$ cat src/rtl/fifo_uart_tx_pkg.sv
// fifo_uart_tx_pkg
//   Shared definitions for the FIFO-draining UART transmitter: FSM state
//   encodings, the line levels used for idle and start bits, and the default
//   parameter values. Imported by the RTL and by the bench.
//   The optional parity state ST_PARITY is only reached when the design is
//   built with `define UART_PARITY_EN.
package fifo_uart_tx_pkg;

  localparam int DEF_CLKS_PER_BIT = 16;
  localparam int DEF_DATA_W       = 8;

  localparam logic IDLE_LEVEL  = 1'b1;
  localparam logic START_LEVEL = 1'b0;

  typedef enum logic [2:0] {
    ST_IDLE   = 3'd0,
    ST_FETCH  = 3'd1,
    ST_LOAD   = 3'd2,
    ST_START  = 3'd3,
    ST_DATA   = 3'd4,
    ST_PARITY = 3'd5,
    ST_STOP   = 3'd6
  } state_e;

  // True while a serial frame is on the line (baud counter must run).
  function automatic logic in_frame(input state_e s);
    return (s == ST_START) || (s == ST_DATA) || (s == ST_PARITY) || (s == ST_STOP);
  endfunction

endpackage

$ cat src/rtl/uart_baud_tick.sv
// uart_baud_tick
//   Bit-period counter. Counts 0..CLKS_PER_BIT-1 and wraps; bit_tick is high
//   in the last clk of every bit period. restart holds the count at zero so the
//   first bit of a frame always lasts a full CLKS_PER_BIT clks.
// Ports
//   clk       in  system clock
//   rst_n     in  asynchronous active-low reset
//   restart   in  1 = hold counter at zero
//   bit_tick  out last clk of the current bit period
module uart_baud_tick #(
  parameter int CLKS_PER_BIT = 16
) (
  input  logic clk,
  input  logic rst_n,
  input  logic restart,
  output logic bit_tick
);

  localparam int CNT_W = $clog2(CLKS_PER_BIT);
  localparam logic [CNT_W-1:0] LAST = CNT_W'(CLKS_PER_BIT - 1);

  logic [CNT_W-1:0] cnt;

  always_ff @(posedge clk or negedge rst_n) begin
    if (!rst_n) begin
      cnt <= '0;
    end else if (restart || (cnt == LAST)) begin
      cnt <= '0;
    end else begin
      cnt <= cnt + CNT_W'(1);
    end
  end

  assign bit_tick = !restart && (cnt == LAST);

endmodule

$ cat src/rtl/fifo_uart_tx.sv
// fifo_uart_tx
//   Drain stage for syn_fifo: pops one byte at a time and serialises it as
//   UART 8N1 (or 8E1 when built with `define UART_PARITY_EN) on tx.
// Ports
//   clk         in   system clock
//   rst_n       in   asynchronous active-low reset
//   tx_en       in   1 = may start a new byte; 0 = finish frame, then idle
//   fifo_empty  in   syn_fifo empty flag
//   fifo_data   in   syn_fifo data_out, valid the cycle after fifo_rd_en
//   fifo_rd_en  out  one-cycle pop strobe
//   tx          out  serial line, idle high, driven from a register
//   busy        out  high from the pop cycle to the last stop-bit clk
//   tx_done     out  one-cycle pulse in the last clk of the stop bit
//   dbg_state   out  current FSM state, for observation only
// Handshake: a pop is fifo_rd_en=1 in a cycle where fifo_empty=0; the FIFO
//   presents the popped word on fifo_data one cycle later and holds it. A pop
//   is only issued in IDLE or in the last clk of STOP, never while empty.
module fifo_uart_tx
  import fifo_uart_tx_pkg::*;
#(
  parameter int CLKS_PER_BIT = DEF_CLKS_PER_BIT,
  parameter int DATA_W       = DEF_DATA_W
) (
  input  logic              clk,
  input  logic              rst_n,
  input  logic              tx_en,
  input  logic              fifo_empty,
  input  logic [DATA_W-1:0] fifo_data,
  output logic              fifo_rd_en,
  output logic              tx,
  output logic              busy,
  output logic              tx_done,
  output state_e            dbg_state
);

  localparam int IDX_W = $clog2(DATA_W + 1);
  localparam logic [IDX_W-1:0] LAST_IDX = IDX_W'(DATA_W);

  state_e            state;
  logic [DATA_W-1:0] shreg;
  logic [IDX_W-1:0]  bit_idx;   // number of data bits already put on the line
  logic              tx_q;
  logic              bit_tick;
  logic              can_pop;
`ifdef UART_PARITY_EN
  logic              parity;
`endif

  uart_baud_tick #(.CLKS_PER_BIT(CLKS_PER_BIT)) u_baud (
    .clk      (clk),
    .rst_n    (rst_n),
    .restart  (!in_frame(state)),
    .bit_tick (bit_tick)
  );

  // rst_n gates the strobe so no pop leaks out while reset is held.
  assign can_pop    = rst_n && tx_en && !fifo_empty;
  assign fifo_rd_en = can_pop && ((state == ST_IDLE) || ((state == ST_STOP) && bit_tick));
  assign busy       = (state != ST_IDLE) || fifo_rd_en;
  assign tx_done    = (state == ST_STOP) && bit_tick;
  assign tx         = tx_q;
  assign dbg_state  = state;

  always_ff @(posedge clk or negedge rst_n) begin
    if (!rst_n) begin
      state   <= ST_IDLE;
      tx_q    <= IDLE_LEVEL;
      shreg   <= '0;
      bit_idx <= '0;
`ifdef UART_PARITY_EN
      parity  <= 1'b0;
`endif
    end else begin
      case (state)
        ST_IDLE: begin
          if (fifo_rd_en) state <= ST_FETCH;
        end
        ST_FETCH: begin
          state <= ST_LOAD;
        end
        ST_LOAD: begin
          shreg   <= fifo_data;
          bit_idx <= '0;
          tx_q    <= START_LEVEL;
          state   <= ST_START;
`ifdef UART_PARITY_EN
          parity  <= ^fifo_data;
`endif
        end
        ST_START: begin
          if (bit_tick) begin
            tx_q    <= shreg[0];
            shreg   <= shreg >> 1;
            bit_idx <= bit_idx + IDX_W'(1);
            state   <= ST_DATA;
          end
        end
        ST_DATA: begin
          if (bit_tick) begin
            if (bit_idx == LAST_IDX) begin
              bit_idx <= '0;
`ifdef UART_PARITY_EN
              tx_q    <= parity;
              state   <= ST_PARITY;
`else
              tx_q    <= IDLE_LEVEL;
              state   <= ST_STOP;
`endif
            end else begin
              tx_q    <= shreg[0];
              shreg   <= shreg >> 1;
              bit_idx <= bit_idx + IDX_W'(1);
            end
          end
        end
`ifdef UART_PARITY_EN
        ST_PARITY: begin
          if (bit_tick) begin
            tx_q  <= IDLE_LEVEL;
            state <= ST_STOP;
          end
        end
`endif
        ST_STOP: begin
          // A pop in this clk hands straight over to the next frame.
          if (bit_tick) state <= fifo_rd_en ? ST_FETCH : ST_IDLE;
        end
        default: begin
          tx_q  <= IDLE_LEVEL;
          state <= ST_IDLE;
        end
      endcase
    end
  end

endmodule

$ cat config.mk
export PLATFORM = sky130hd
export DESIGN_NAME = fifo_uart_tx
export DESIGN_NICKNAME = d
export VERILOG_FILES = /design/src/rtl/fifo_uart_tx_pkg.sv /design/src/rtl/uart_baud_tick.sv /design/src/rtl/fifo_uart_tx.sv
export SDC_FILE = /design/constraint.sdc
export NUM_CORES = 1
export LEC_CHECK = 0
export ABC_AREA = 1
export BUFFER_PORTS_ARGS = -buffer_cell sky130_fd_sc_hd__buf_2
export CORE_ASPECT_RATIO = 0.6
export CORE_MARGIN = 4
export CORE_UTILIZATION = 43
export CTS_CLUSTER_SIZE = 24
export DETAILED_ROUTE_END_ITERATION = 6
export GPL_TIMING_DRIVEN = 0
export MAX_ROUTING_LAYER = met4
export SLEW_MARGIN = 20
export SYNTH_ARGS = -nofsm -noshare
export SYNTH_HDL_FRONTEND = slang
export SYNTH_SLANG_ARGS = --single-unit
$ cat constraint.sdc
create_clock -name clk -period 2.7 [get_ports clk]
set_clock_uncertainty 0.15 [all_clocks]
set_input_delay 0.675 -clock clk [delete_from_list [all_inputs] [get_ports clk]]
set_output_delay 0.675 -clock clk [all_outputs]
set_load 0.02 [all_outputs]
==> results.yml <==
setup_path:
  cpPeakStageDelay_ps: 370
  required_ps: 1880
  critPathArrivalTime_ps: 1630
  cp-end-kind: "output pin"
  path_buf_inv: 2
  path_cells: "ha_1, nand3_1, o21ai_1, inv_1, nor2_1, buf_2"
  critPathTopFamily: "flip-flops"
  r2r_start: "u_baud.cnt[0]"
  slowest_stage: "dfrtp_1"
  worst_setup_path_start_kind: "flop"
  r2r_slack_ps: 1050
  critical_path_class: "reg2out"
  regToRegEndpoint: "bit_idx[2]"
  reg2reg_depth: 7
  startpoint: "u_baud.cnt[0]"
  critPathMaxFanout: 6
pwr:
  power_frac_comb_pct: 51.0
  p_clk_share_pct: 14.6
  internal_power_mw: 0.758
  cellLeakagePower_nw: 0.744
  swShare_pct: 46.3
  p_switching_mw: 0.654
  pwr-share-seq_pct: 34.4
  ir_drop_mv: 0.500
  power_density_nw_per_um2: 1060
synthesis:
  syn_area_per_cell_sq_um: 7.43
  async_reset_ff_share_pct: 100
  syn_nets: 170
  synth-edff-count: 0
  syn_inst: 155
  synth_top_cell_by_area: "dfrtp_1"
  yosys-top-cells-count: "63 x nand2_1, 19 x dfrtp_1, 16 x nand3_1"
  synth_top_area_share_pct: 41.3
  synthTopCellsByArea: "dfrtp_1 41%, nand2_1 21%, nand3_1 7.0%"
  yosysMostFrequentCell: "nand2_1"
  yosys_warnings: 0
  ys_ff_latch: 20
  ys_seq_area_share_pct: 43.6
  ys.flop_type: "dfrtp_1"
  syn_area_sq_um: 1150
  ys_types: 21
sta:
  setup_violations: 0
  hold_viol_final: 0
  achievable-frequency_mhz: 408
  relSlewSlack_pct: 68.5
  fin_crit_sh_pct: 90.8
  finalSetupTns_ps: 0
  period_needed_ps: 2450
  grt_setup_unrepaired: "false"
  slew_viol_final: 0
  fin_ws_ps: 249
  tightestPinTransition_ps: 472
place:
  pre_cts_slack_ps: 200
  place.gp.congestion: 0.799
  dp_hpwl_um: 1740
  place.port_buffers: 18
run:
  maxCapViolCount: 0
clock_network:
  cts_setup_buffers: 0
  tritoncts: "built"
  clockBufferDepth: 2
  hold_buffers: 0
  clock_latency_ps: 260
  cts-root-buf: "clkbuf_8"
  cts_buffers: 3
  clk_pin_slew_ps: 80
  cts_max_level: 1
  clock-sinks: 20
final_layout:
  layout.nets: 193
  antenna_cells: 0
  drive_above_1_share_pct: 20.9
  syn_to_final_growth_pct: 15.2
drt:
  dr.max_layer_used: "met4"
  drt_iter0_drc: 32
  dr_wl_met3_um: 153
  via_per_inst: 4.69
  drtAntennaViolNets: 0
  wire_per_inst_um: 10.9
  post-route-drc-count: 0
  met2WireLength_um: 946
  vias: 981
  routed_wl_um: 2290
  met1_length_um: 1180
  drt_pass1_iterations: 4
floorplanning:
  initial_core_util_pct: 45.6
  rows: 14
  die_area_sq_um: 3600
  chipWidth_um: 74.8
  io_pins: 19
  die_height_um: 48.1
  core_area_sq_um: 2520
run_status:
  status: "complete, no violations"
global_routing:
  grt_pass1_wl_um: 3860
  grt.overflow.total: 0
  grt_pass1_vias: 854
  track_usage_pct: 15.1
  grt_max_degree: 22
  antenna_found_initial: 0
min_path:
  holdCritPathClass: "in2async"
-- logic make-up (layout without fill, tap and decap cells) --
logic type | count (synthesis) | count (layout) | share of synthesized area (%)
flops | 20 | 20 | 43.6
compound gates | 13 | 13 | 6.85
xor+xnor | 3 | 3 | 2.28
fa+ha+maj | 3 | 3 | 3.26
simple gates | 96 | 96 | 36.0
buf+inv | 20 | 42 | 8.04
-- cell usage in the layout (no fill, tap or decap), drive strengths merged --
cell type | Yosys | layout
o21a | 1 | 1
nand3b | 1 | 1
nand3 | 16 | 16
buf | 1 | 19
xor2 | 3 | 3
clkbuf | 0 | 4
dfstp | 1 | 1
ha | 3 | 3
nor2 | 11 | 11
o21ai | 12 | 12
nand2 | 68 | 68
inv | 17 | 17
dfrtp | 19 | 19
clkinv | 2 | 2
-- area by class of cell --
class                      instances  area [sq um]
fill                             243          1200
multi-input combinational        115           557
sequential                        20           502
timing repair buffer              18          90.1
inverter                          19          81.3
clock buffer                       4          45.0
tap                               32          40.0
buffer                             1          11.3
-- state kept, by name (all words and copies together) (netlist names) --
name        flops
tx              1
u_baud.cnt      4
bit_idx         4
shreg           8
dbg_state       3
-- through the flow --
| stage | util, % | power (mW) | hold WS, ps | area, sq um | instances |
|---|---|---|---|---|---|
| 2_1_floorplan | - | 1.04 | 229 | 1150 | 155 |
| 3_3_place_gp | 50.8 | 1.20 | 299 | 1280 | 205 |
| 3_5_place_dp | 50.8 | 1.21 | 298 | 1280 | 205 |
| 4_1_cts | 52.6 | 1.43 | 231 | 1330 | 209 |
| 5_1_grt | 52.6 | 1.56 | 248 | 1330 | 209 |
| 6_report | 52.6 | 1.41 | 211 | 1330 | 209 |
-- worst max path at each step --
stage,to,slack (ps),cells past startpoint
6_report,fifo_rd_en,250,6
5_1_grt,fifo_rd_en,40,6
4_1_cts,fifo_rd_en,150,6
3_5_place_dp,fifo_rd_en,200,6
3_3_place_gp,fifo_rd_en,250,6
2_1_floorplan,fifo_rd_en,550,5
-- timing repair --
action                                  CTS  global route
hold endpoints to repair                  0             0
endpoints found under the setup margin    0             1
gates resized for setup                   0             1
-- per-layer routing --
layer | up-vias | global-route usage, %
met5 | - | -
li1 | 528 | -
met1 | 426 | 20.3
met2 | 25 | 22.0
met4 | 0 | 3.19
met3 | 2 | 5.24
-- power groups by stage --
| stage | logic [mW] | clock network, mW | registers [mW] |
|---|---|---|---|
| floorplan | 0.535 | 0 | 0.509 |
| global placement | 0.713 | 0 | 0.488 |
| detailed placement | 0.722 | 0 | 0.491 |
| CTS | 0.726 | 0.215 | 0.485 |
| global route | 0.829 | 0.224 | 0.501 |
| finish | 0.720 | 0.207 | 0.485 |
(Power assumes the default switching activity.)
